### config.mk
export PLATFORM = sky130hd
export DESIGN_NAME = axi_cache_port_mux
export DESIGN_NICKNAME = d
export VERILOG_FILES = /design/src/rtl/axi_cache_port_mux_pkg.sv /design/src/rtl/axi_lock_arbiter.sv /design/src/rtl/axi_cache_port_mux.sv
export SDC_FILE = /design/constraint.sdc
export NUM_CORES = 1
export LEC_CHECK = 0
export CAP_MARGIN = 20
export CELL_PAD_IN_SITES_DETAIL_PLACEMENT = 1
export CELL_PAD_IN_SITES_GLOBAL_PLACEMENT = 2
export CORE_AREA = 2 2 396 398
export DETAILED_ROUTE_END_ITERATION = 10
export DIE_AREA = 0 0 398 400
export PLACE_DENSITY = 0.55
export SETUP_SLACK_MARGIN = 0.02
export SYNTH_ARGS = -nofsm -noshare
export SYNTH_HDL_FRONTEND = slang
export SYNTH_SLANG_ARGS = --single-unit
### constraint.sdc
create_clock -name clk_i -period 4.5 [get_ports clk_i]
set_clock_uncertainty 0.05 [all_clocks]
set_input_delay 1.125 -clock clk_i [delete_from_list [all_inputs] [get_ports clk_i]]
set_output_delay 1.125 -clock clk_i [all_outputs]
set_load 0.1 [all_outputs]
### src/rtl/axi_cache_port_mux_pkg.sv
// Shared types for the L1 cache AXI port multiplexer.
// Holds the default widths, the master-index and outstanding-counter types,
// and the request/response structs used on the master and slave sides.
package axi_cache_port_mux_pkg;

    localparam int unsigned NUM_MST  = 3;
    localparam int unsigned MST_ID_W = 4;
    localparam int unsigned SEL_W    = $clog2(NUM_MST);
    localparam int unsigned SLV_ID_W = MST_ID_W + SEL_W;
    localparam int unsigned MAX_TXN  = 4;
    localparam int unsigned ADDR_W   = 32;
    localparam int unsigned DATA_W   = 64;
    localparam int unsigned STRB_W   = DATA_W / 8;

    typedef logic [SEL_W-1:0]              mst_idx_t;
    typedef logic [$clog2(MAX_TXN+1)-1:0]  txn_cnt_t;

    typedef struct packed {
        logic [MST_ID_W-1:0] id;
        logic [ADDR_W-1:0]   addr;
        logic [7:0]          len;
    } mst_ax_t;

    typedef struct packed {
        logic [SLV_ID_W-1:0] id;
        logic [ADDR_W-1:0]   addr;
        logic [7:0]          len;
    } slv_ax_t;

    typedef struct packed {
        logic [DATA_W-1:0] data;
        logic [STRB_W-1:0] strb;
        logic              last;
    } w_chan_t;

    typedef struct packed {
        logic [MST_ID_W-1:0] id;
        logic [DATA_W-1:0]   data;
        logic [1:0]          resp;
        logic                last;
    } mst_r_t;

    typedef struct packed {
        logic [SLV_ID_W-1:0] id;
        logic [DATA_W-1:0]   data;
        logic [1:0]          resp;
        logic                last;
    } slv_r_t;

    typedef struct packed {
        logic [MST_ID_W-1:0] id;
        logic [1:0]          resp;
    } mst_b_t;

    typedef struct packed {
        logic [SLV_ID_W-1:0] id;
        logic [1:0]          resp;
    } slv_b_t;

    typedef struct packed {
        mst_ax_t aw;
        logic    aw_valid;
        w_chan_t w;
        logic    w_valid;
        logic    b_ready;
        mst_ax_t ar;
        logic    ar_valid;
        logic    r_ready;
    } mst_req_t;

    typedef struct packed {
        logic   aw_ready;
        logic   ar_ready;
        logic   w_ready;
        logic   b_valid;
        mst_b_t b;
        logic   r_valid;
        mst_r_t r;
    } mst_resp_t;

    typedef struct packed {
        slv_ax_t aw;
        logic    aw_valid;
        w_chan_t w;
        logic    w_valid;
        logic    b_ready;
        slv_ax_t ar;
        logic    ar_valid;
        logic    r_ready;
    } slv_req_t;

    typedef struct packed {
        logic   aw_ready;
        logic   ar_ready;
        logic   w_ready;
        logic   b_valid;
        slv_b_t b;
        logic   r_valid;
        slv_r_t r;
    } slv_resp_t;

endpackage

### src/rtl/axi_lock_arbiter.sv
// N-input valid/ready arbiter with grant lock.
// Ports: clk/rst (sync, active-high), req = per-input eligibility,
// ready = downstream ready, valid/idx = granted request, locked = grant held
// from a previous cycle while waiting for ready.
// Once a grant is presented without ready it is frozen until the handshake,
// regardless of what happens to req, so downstream valid never drops.
module axi_lock_arbiter #(
    parameter int unsigned N          = 3,
    parameter bit          RoundRobin = 1'b1,
    parameter int unsigned IdxW       = $clog2(N)
) (
    input  logic            clk,
    input  logic            rst,
    input  logic [N-1:0]    req,
    input  logic            ready,
    output logic            valid,
    output logic [IdxW-1:0] idx,
    output logic            locked
);

    logic [IdxW-1:0] ptr;
    logic [IdxW-1:0] lock_idx;
    logic            lock_q;
    logic [IdxW-1:0] pick;
    logic            found;
    int              cand;

    // Scan starts at the RR pointer (or at 0 for fixed priority).
    always_comb begin
        pick  = '0;
        found = 1'b0;
        cand  = 0;
        for (int k = 0; k < int'(N); k++) begin
            cand = RoundRobin ? (int'(ptr) + k) % int'(N) : k;
            if (!found && req[cand]) begin
                pick  = IdxW'(cand);
                found = 1'b1;
            end
        end
    end

    assign valid  = lock_q | found;
    assign idx    = lock_q ? lock_idx : pick;
    assign locked = lock_q;

    always_ff @(posedge clk) begin
        if (rst) begin
            ptr      <= '0;
            lock_q   <= 1'b0;
            lock_idx <= '0;
        end else if (valid && ready) begin
            lock_q <= 1'b0;
            ptr    <= IdxW'((int'(idx) + 1) % int'(N));
        end else if (valid) begin
            lock_q   <= 1'b1;
            lock_idx <= idx;
        end
    end

endmodule

### src/rtl/axi_cache_port_mux.sv
// N-master to 1-slave AXI4 multiplexer for the L1 cache ports.
// Ports: clk_i/rst_i (sync, active-high); mst_req_i/mst_resp_o per cache port;
// slv_req_o/slv_resp_i toward memory; quiesce_i blocks new AR/AW grants;
// idle_o = quiesced with nothing in flight; busy_o = per-master outstanding;
// err_o = one-cycle pulse after an R/B beat whose ID names no master.
// Slave IDs carry the master index in their top SelW bits so responses route
// back without any lookup table.
module axi_cache_port_mux
    import axi_cache_port_mux_pkg::*;
#(
    parameter int unsigned NumMst     = 3,
    parameter int unsigned MstIdWidth = 4,
    parameter int unsigned SelW       = $clog2(NumMst),
    parameter int unsigned SlvIdWidth = MstIdWidth + SelW,
    parameter int unsigned MaxTxn     = 4,
    parameter int unsigned WFifoDepth = 4,
    parameter bit          RoundRobin = 1'b1,
    parameter type mst_req_t  = axi_cache_port_mux_pkg::mst_req_t,
    parameter type mst_resp_t = axi_cache_port_mux_pkg::mst_resp_t,
    parameter type slv_req_t  = axi_cache_port_mux_pkg::slv_req_t,
    parameter type slv_resp_t = axi_cache_port_mux_pkg::slv_resp_t
) (
    input  logic              clk_i,
    input  logic              rst_i,
    input  mst_req_t          mst_req_i  [NumMst],
    output mst_resp_t         mst_resp_o [NumMst],
    output slv_req_t          slv_req_o,
    input  slv_resp_t         slv_resp_i,
    input  logic              quiesce_i,
    output logic              idle_o,
    output logic [NumMst-1:0] busy_o,
    output logic              err_o
);

    localparam int unsigned CntW  = $clog2(MaxTxn + 1);
    localparam int unsigned QPtrW = (WFifoDepth > 1) ? $clog2(WFifoDepth) : 1;
    localparam int unsigned QCntW = $clog2(WFifoDepth + 1);

    typedef logic [SelW-1:0] sel_t;
    typedef logic [CntW-1:0] cnt_t;

    cnt_t              rd_cnt [NumMst];
    cnt_t              wr_cnt [NumMst];
    logic [NumMst-1:0] ar_elig, aw_elig;
    logic [NumMst-1:0] rd_inc, rd_dec, wr_inc, wr_dec;
    logic              ar_valid, aw_valid, ar_locked, aw_locked;
    sel_t              ar_sel, aw_sel;

    sel_t              wq_mem [WFifoDepth];
    logic [QPtrW-1:0]  wq_wr, wq_rd;
    logic [QCntW-1:0]  wq_cnt;
    logic              wq_empty, wq_full, wq_push, wq_pop;
    sel_t              w_sel;

    sel_t              r_sel, b_sel;
    logic              r_bad, b_bad;
    logic              err_q;

    function automatic logic [QPtrW-1:0] ptr_inc(input logic [QPtrW-1:0] p);
        return (p == QPtrW'(WFifoDepth - 1)) ? '0 : p + 1'b1;
    endfunction

    assign wq_empty = (wq_cnt == '0);
    assign wq_full  = (wq_cnt == QCntW'(WFifoDepth));
    assign w_sel    = wq_mem[wq_rd];

    assign r_sel = slv_resp_i.r.id[SlvIdWidth-1 -: SelW];
    assign b_sel = slv_resp_i.b.id[SlvIdWidth-1 -: SelW];
    assign r_bad = int'(r_sel) >= int'(NumMst);
    assign b_bad = int'(b_sel) >= int'(NumMst);

    // Quiesce only gates fresh grants; a locked grant is held by the arbiter.
    always_comb begin
        ar_elig = '0;
        aw_elig = '0;
        for (int i = 0; i < int'(NumMst); i++) begin
            ar_elig[i] = mst_req_i[i].ar_valid && (rd_cnt[i] < CntW'(MaxTxn)) && !quiesce_i;
            aw_elig[i] = mst_req_i[i].aw_valid && (wr_cnt[i] < CntW'(MaxTxn)) && !wq_full
                         && !quiesce_i;
        end
    end

    axi_lock_arbiter #(.N(NumMst), .RoundRobin(RoundRobin), .IdxW(SelW)) u_ar_arb (
        .clk    (clk_i),
        .rst    (rst_i),
        .req    (ar_elig),
        .ready  (slv_resp_i.ar_ready),
        .valid  (ar_valid),
        .idx    (ar_sel),
        .locked (ar_locked)
    );

    axi_lock_arbiter #(.N(NumMst), .RoundRobin(RoundRobin), .IdxW(SelW)) u_aw_arb (
        .clk    (clk_i),
        .rst    (rst_i),
        .req    (aw_elig),
        .ready  (slv_resp_i.aw_ready),
        .valid  (aw_valid),
        .idx    (aw_sel),
        .locked (aw_locked)
    );

    // Channel muxing and response demux. Unroutable R/B beats are sunk.
    always_comb begin
        slv_req_o          = '0;
        slv_req_o.ar_valid = ar_valid;
        slv_req_o.aw_valid = aw_valid;
        slv_req_o.r_ready  = r_bad;
        slv_req_o.b_ready  = b_bad;
        for (int i = 0; i < int'(NumMst); i++) begin
            mst_resp_o[i] = '0;
            if (ar_sel == sel_t'(i)) begin
                slv_req_o.ar.id        = {ar_sel, mst_req_i[i].ar.id};
                slv_req_o.ar.addr      = mst_req_i[i].ar.addr;
                slv_req_o.ar.len       = mst_req_i[i].ar.len;
                mst_resp_o[i].ar_ready = ar_valid && slv_resp_i.ar_ready;
            end
            if (aw_sel == sel_t'(i)) begin
                slv_req_o.aw.id        = {aw_sel, mst_req_i[i].aw.id};
                slv_req_o.aw.addr      = mst_req_i[i].aw.addr;
                slv_req_o.aw.len       = mst_req_i[i].aw.len;
                mst_resp_o[i].aw_ready = aw_valid && slv_resp_i.aw_ready;
            end
            if (!wq_empty && (w_sel == sel_t'(i))) begin
                slv_req_o.w           = mst_req_i[i].w;
                slv_req_o.w_valid     = mst_req_i[i].w_valid;
                mst_resp_o[i].w_ready = slv_resp_i.w_ready;
            end
            if (!r_bad && (r_sel == sel_t'(i))) begin
                mst_resp_o[i].r_valid = slv_resp_i.r_valid;
                mst_resp_o[i].r.id    = slv_resp_i.r.id[MstIdWidth-1:0];
                mst_resp_o[i].r.data  = slv_resp_i.r.data;
                mst_resp_o[i].r.resp  = slv_resp_i.r.resp;
                mst_resp_o[i].r.last  = slv_resp_i.r.last;
                slv_req_o.r_ready     = mst_req_i[i].r_ready;
            end
            if (!b_bad && (b_sel == sel_t'(i))) begin
                mst_resp_o[i].b_valid = slv_resp_i.b_valid;
                mst_resp_o[i].b.id    = slv_resp_i.b.id[MstIdWidth-1:0];
                mst_resp_o[i].b.resp  = slv_resp_i.b.resp;
                slv_req_o.b_ready     = mst_req_i[i].b_ready;
            end
        end
    end

    assign wq_push = aw_valid && slv_resp_i.aw_ready;
    assign wq_pop  = slv_req_o.w_valid && slv_resp_i.w_ready && slv_req_o.w.last;

    always_comb begin
        rd_inc = '0;
        rd_dec = '0;
        wr_inc = '0;
        wr_dec = '0;
        for (int i = 0; i < int'(NumMst); i++) begin
            rd_inc[i] = ar_valid && slv_resp_i.ar_ready && (ar_sel == sel_t'(i));
            rd_dec[i] = mst_resp_o[i].r_valid && mst_req_i[i].r_ready && slv_resp_i.r.last;
            wr_inc[i] = wq_push && (aw_sel == sel_t'(i));
            wr_dec[i] = mst_resp_o[i].b_valid && mst_req_i[i].b_ready;
        end
    end

    always_ff @(posedge clk_i) begin
        if (rst_i) begin
            for (int i = 0; i < int'(NumMst); i++) begin
                rd_cnt[i] <= '0;
                wr_cnt[i] <= '0;
            end
        end else begin
            for (int i = 0; i < int'(NumMst); i++) begin
                assert (!(rd_dec[i] && !rd_inc[i] && (rd_cnt[i] == '0)));
                assert (!(wr_dec[i] && !wr_inc[i] && (wr_cnt[i] == '0)));
                if (rd_inc[i] && !rd_dec[i])      rd_cnt[i] <= rd_cnt[i] + 1'b1;
                else if (!rd_inc[i] && rd_dec[i]) rd_cnt[i] <= rd_cnt[i] - 1'b1;
                if (wr_inc[i] && !wr_dec[i])      wr_cnt[i] <= wr_cnt[i] + 1'b1;
                else if (!wr_inc[i] && wr_dec[i]) wr_cnt[i] <= wr_cnt[i] - 1'b1;
            end
        end
    end

    // W ordering queue: entries become visible the cycle after the AW push.
    always_ff @(posedge clk_i) begin
        if (rst_i) begin
            wq_wr  <= '0;
            wq_rd  <= '0;
            wq_cnt <= '0;
        end else begin
            if (wq_push) wq_wr <= ptr_inc(wq_wr);
            if (wq_pop)  wq_rd <= ptr_inc(wq_rd);
            if (wq_push && !wq_pop)      wq_cnt <= wq_cnt + 1'b1;
            else if (!wq_push && wq_pop) wq_cnt <= wq_cnt - 1'b1;
        end
    end

    always_ff @(posedge clk_i) begin
        if (wq_push) wq_mem[wq_wr] <= aw_sel;
    end

    always_ff @(posedge clk_i) begin
        if (rst_i) err_q <= 1'b0;
        else       err_q <= (slv_resp_i.r_valid && r_bad) || (slv_resp_i.b_valid && b_bad);
    end

    assign err_o = err_q;

    always_comb begin
        idle_o = quiesce_i && !ar_locked && !aw_locked && wq_empty;
        busy_o = '0;
        for (int i = 0; i < int'(NumMst); i++) begin
            busy_o[i] = (rd_cnt[i] != '0) || (wr_cnt[i] != '0);
            if (busy_o[i]) idle_o = 1'b0;
        end
    end

endmodule
---- Word level (Yosys, flattened, before mapping) ----
Memory sizes are Yosys's and may differ from the RTL's. A register that Yosys moved wholly into a read port is not among the register bits.
Index checks and enable logic that the tools add are counted.
word-level totals
  register bits ........................... 18
  latch bits .............................. 0
  bits in writable memories ............... 26
  ROM bits ................................ 0
  output and inout bits ................... 421
  memories ................................ 3
memory list
  memory  depth  width  read ports  clocked after memory_dff  write ports  line                      RTL
  rd_cnt  3      3      3           0                         3            axi_cache_port_mux.sv:42  cnt_t rd_cnt [NumMst];
  wr_cnt  3      3      3           0                         3            axi_cache_port_mux.sv:43  cnt_t wr_cnt [NumMst];
  wq_mem  4      2      1           1                         1            axi_cache_port_mux.sv:49  sel_t wq_mem [WFifoDepth];
operators by class
  add/sub/neg operators ................... 22
  $mul .................................... 0
  divide/modulo/power cells ............... 8
  $lt $le $gt $ge ......................... 14
  equal/unequal tests ..................... 13
  shifts and indexed selects .............. 0
  multiplexer cells ....................... 129
  bitwise logic cells ..................... 16
  reduce and logical (&&, ||, !) cells .... 112
operators with widths
  cell                                                                    number
  46-bit two-way mux                                                      6
  74-bit two-way mux                                                      3
  72-bit two-way mux                                                      3
  32-bit by 4-bit < comparator with 1-bit output (second input constant)  6
  32-bit by 3-bit modulo with 32-bit output (second input constant)       6
  1-bit two-way mux                                                       82
  1-bit logical AND                                                       66
  3-bit by 3-bit modulo with 32-bit output (second input constant)        2
  3-bit two-way mux                                                       14
  1-bit logical NOT                                                       25
  2-bit two-way mux                                                       12
  3-bit by 1-bit adder with 3-bit output (second input constant)          7
  7-bit two-way mux                                                       3
  3-bit by 1-bit subtractor with 3-bit output (second input constant)     7
  3-bit < comparator (second input constant)                              6
  3-bit nonzero test                                                      6
  2-bit equality test (second input constant)                             7
  1-bit OR                                                                14
  2-bit by 1-bit adder with 3-bit output (second input constant)          4
  1-bit binary-select mux with 2-bit select                               6
  2-bit by 1-bit equality test with 1-bit output (second input constant)  5
  2-bit logical NOT                                                       5
  2-bit by 2-bit adder with 3-bit output (second input constant)          2
  2-bit by 1-bit adder with 2-bit output (second input constant)          2
  8 further kinds                                                         15

---- Longest topological paths before layout ----
An unclocked memory read counts as a cell.
  depth in word-level cells ............... 25
  gate-level depth with buffers ........... 18

---- Hierarchy ----
Synthesis repeated with hierarchy kept, for this count alone.
unflattened totals
  cell total of the unflattened synthesis .. 1,264
  area total of the unflattened synthesis .. 8,650.8 um2
by module, submodules not included
  module                       times used  cells each  area an instance (um2)
  axi_cache_port_mux           1           1,122       7,484.7
  axi_lock_arbiter (u_aw_arb)  1           73          610.6
  axi_lock_arbiter (u_ar_arb)  1           69          555.5

---- Worst setup path before layout ----
Ideal clock, no wire load.
  path type ............................... input to output
  start ................................... input mst_req_i[453] (netlist bit)
  end ..................................... output slv_req_o[159] (netlist bit)
  arrival ................................. 6.331 ns
  setup slack ............................. -3.006 ns
  stages on the path ...................... 11
  buffers on the path ..................... 3
  cell sequence ........................... or3b_1 > a21oi_1 > nor3_1 > a41oi_1 > o21ai_0 > ha_1 > clkbuf_1 > clkbuf_1 > buf_1 > a21oi_1 > o21ai_0
RTL lines
  element             line                      RTL
  start: declaration  axi_cache_port_mux.sv:25  input mst_req_t mst_req_i [NumMst],
  end: declaration    axi_cache_port_mux.sv:27  output slv_req_t slv_req_o,

==> impl_metrics.ini <==
[die]
core_area_sq_um = 155000
rows = 145
num_io_pins = 1008
start_util_pct = 5.50
dieArea_sq_um = 159000
die-height_microns = 400
dieWidth_microns = 398

[clock_network]
holdBufCountCts = 0
cts_max_level = 2
cts_tree = done
clk_pin_slew_ps = 80
root_buffer = clkbuf_16
clkLatencyLatePin_ps = 310
cts_inserted_buffers = 5
cts.path.max_buffers = 2
clock-sinks = 46

[timing]
setup_slack_ps = -146
fin_crit_ps = 4650
rsz0062_at_grt = yes
setup_viol = 45
fin_hold_ws_ps = 438
tns_ps = -5120
tightest_slew_ps = 1050
min_period_over_period_pct = 103
hold_viol = 0
fmax_mhz = 215
maxSlewViolCount = 0
slew_headroom_pct = 30.0

[logic_synthesis]
synth_seq_cells = 46
ys_types = 66
ys_seq_area_share_pct = 13.8
syn_area_sq_um = 8530
synth_area_per_cell_sq_um = 6.02
postSynthNetCount = 2030
yosys_warnings = 0
synth_cells = 1418
synth_edf_count = 26
synth_ff_type = edfxtp_1
synthArstFlopShare_pct = 0

[setup_path]
cp_data_required_time_ps = 3320
crit_start = mst_req_i[453]
crit_path_end_kind = output pin
worstSetupPathType = input port to output pin
startpoint_type = input port
r2r-start = u_aw_arb.ptr[0]
critical_path.max_fanout = 7
arrival_ps = 3470
r2r_slack_ps = 370

[place]
io_buffers = 1007
hpwlAfterDp_microns = 88600
dpl-instance-area_sq_um = 27400
place_congestion = 0.830

[global_routing]
overflow = 0
track_usage_pct = 12.2
grt_max_degree = 75
grt_pass1_wl_microns = 135000
grt_pass1_vias = 15500
antenna_found_initial = 32

[min_path]
min-delay-start = u_ar_arb.ptr[0]
hp-class = flop to flop

[route]
drt-pass1-iter-count = 4
avgViaCountPerCell = 3.18
drt_iter0_markers = 555
drt_wl_total_microns = 104000
vias = 14500
drcViolationCount = 0
final_antenna_net_count = 0
wl_per_cell_microns = 22.8

[finish]
fillers = 17900
final_area_sq_um = 29200
nNetsFinal = 3112
drive_above_1_share_pct = 36.2
syn_to_final_growth_pct = 243

[power_and_ir_drop]
vdd_ir_drop_max_uv = 162
leakagePower_nw = 10.8
powerDensity_nw_per_um2 = 324

[status]
status = finished, violations left
violations = negative setup slack

[job]
drv_cap = 0
-- worst paths after layout --
path                                   endpoint  cells after the start
worst max-delay path             slv_req_o[140]                     15
worst min-delay path            u_ar_arb.ptr[0]                      2
worst max register to register     wr_cnt[0][2]                     20
worst min register to register  u_ar_arb.ptr[0]                      2
-- layer usage --
layer | GRT usage [%] | vias to the layer above | wire (microns)
li1 | - | 6904 | -
met1 | 14.3 | 7011 | 41300
met2 | 23.0 | 516 | 54900
met3 | 3.04 | 64 | 6680
met4 | 1.40 | 22 | 1240
met5 | 0 | - | 138
-- state kept, by name, summed over array words and instances, names as in the netlist, named ones only --
name	flops
u_ar_arb.ptr	2
u_ar_arb.lock_idx	2
rd_cnt	9
wq_mem	8
wq_rd	2
err_o	1
u_ar_arb.locked	1
wq_wr	2
u_aw_arb.locked	1
u_aw_arb.ptr	2
wr_cnt	9
u_aw_arb.lock_idx	2
wq_cnt	3
-- worst max-delay path: stages --
cell and delay (ps):
buf_6 70, or3b_4 400, a21oi_4 170, nor3_4 80
buf_6 120, a41oi_4 190, o21ai_2 110, buf_6 140
ha_4 220, buf_12 170, buf_8 130, nor2_4 100
a21oi_2 50, o21ai_4 170, buf_12 190
-- logic make-up after synthesis --
| kind of cell | count (synthesis) | synth area share [%] |
|---|---|---|
| fa+ha+maj | 25 | 4.11 |
| mux | 57 | 7.01 |
| flops | 46 | 13.8 |
| simple gates | 772 | 44.1 |
| xor+xnor | 14 | 1.44 |
| buf+inv | 151 | 6.75 |
| compound gates | 353 | 22.7 |
-- cell usage after synthesis (all sizes together), types with 3 or more instances --
cell type  number  share of area [%]
a211oi          5               0.44
dfxtp          20                4.7
ha             20                2.9
nand2b          6               0.44
o21ai          99                5.9
xnor2           7               0.72
clkbuf        101                4.4
mux2i          53                6.2
inv            40                1.8
nand3b          4               0.35
or3b            5               0.51
nor4            3               0.22
and2          243                 18
nand3          11               0.65
a311o           3               0.35
a2111oi         5               0.73
and3            3               0.22
nand2         300                 13
xor2            7               0.72
a21oi         212                 12
o211ai          4               0.35
o2bb2ai         3               0.31
fa              5                1.2
nor2b           8               0.59
a31oi           3               0.22
edfxtp         26                9.2
or3             5               0.37
nor2          153                6.7
nor3b           9                1.1
nor3            6               0.35
buf            10               0.54
nand4           5               0.37
-- per-stage QoR --
step / power, mW / util [%] / worst slack, ps / std cells
finish: 9.47 / 18.8 / -146 / 4568
global route: 9.82 / 18.8 / -238 / 4564
floorplan: 5.12 / - / -420 / 1418
CTS: 9.49 / 18.5 / -170 / 4544
detailed placement: 8.73 / 17.7 / -567 / 4497
global placement: 8.73 / 17.7 / -566 / 4497
-- power by group --
group	internal [mW]	switching, mW	total [mW]
Clock	0.204	0.176	0.380
Sequential	0.495	0.0463	0.541
Combinational	3.14	5.41	8.55
-- area by class of cell --
cell class,instances,area (sq um),share of cell area (%)
diodes,10,25.0,0.0856
clock buffers,5,125,0.428
clock inverters,2,13.8,0.0471
inverters,40,154,0.526
multi-input cells,1221,8770,30.0
flip-flops and latches,46,1180,4.04
well taps,2058,2570,8.81
repair buffers,1186,16400,56.1
-- repair_timing --
item | CTS | global route
setup endpoints to repair | 96 | 65
buffers inserted | 33 | 13
pin swaps | 53 | 54
gates resized for setup | 179 | 98
cloned | 9 | 8
-- layout by cell type (no fill, tap or decap), types with 6 or more instances in the layout --
cell type and n:
nand3_1 10, nor2_4 30, nor2_2 9, xnor2_1 7, dfxtp_1 20, o21ai_4 87
nor2_1 114, and2_1 239, mux2i_2 13, a21oi_1 161, a21oi_2 42, clkbuf_16 12
nand2_4 8, buf_8 9, buf_4 109, inv_1 37, ha_1 15, diode_2 10
o21ai_2 6, buf_12 455, edfxtp_1 26, clkdlybuf4s50_1 580, buf_6 16, nand2_1 255
nand2_2 37, xor2_1 7, a21oi_4 9, mux2i_1 36
(Power assumes the default switching activity.)
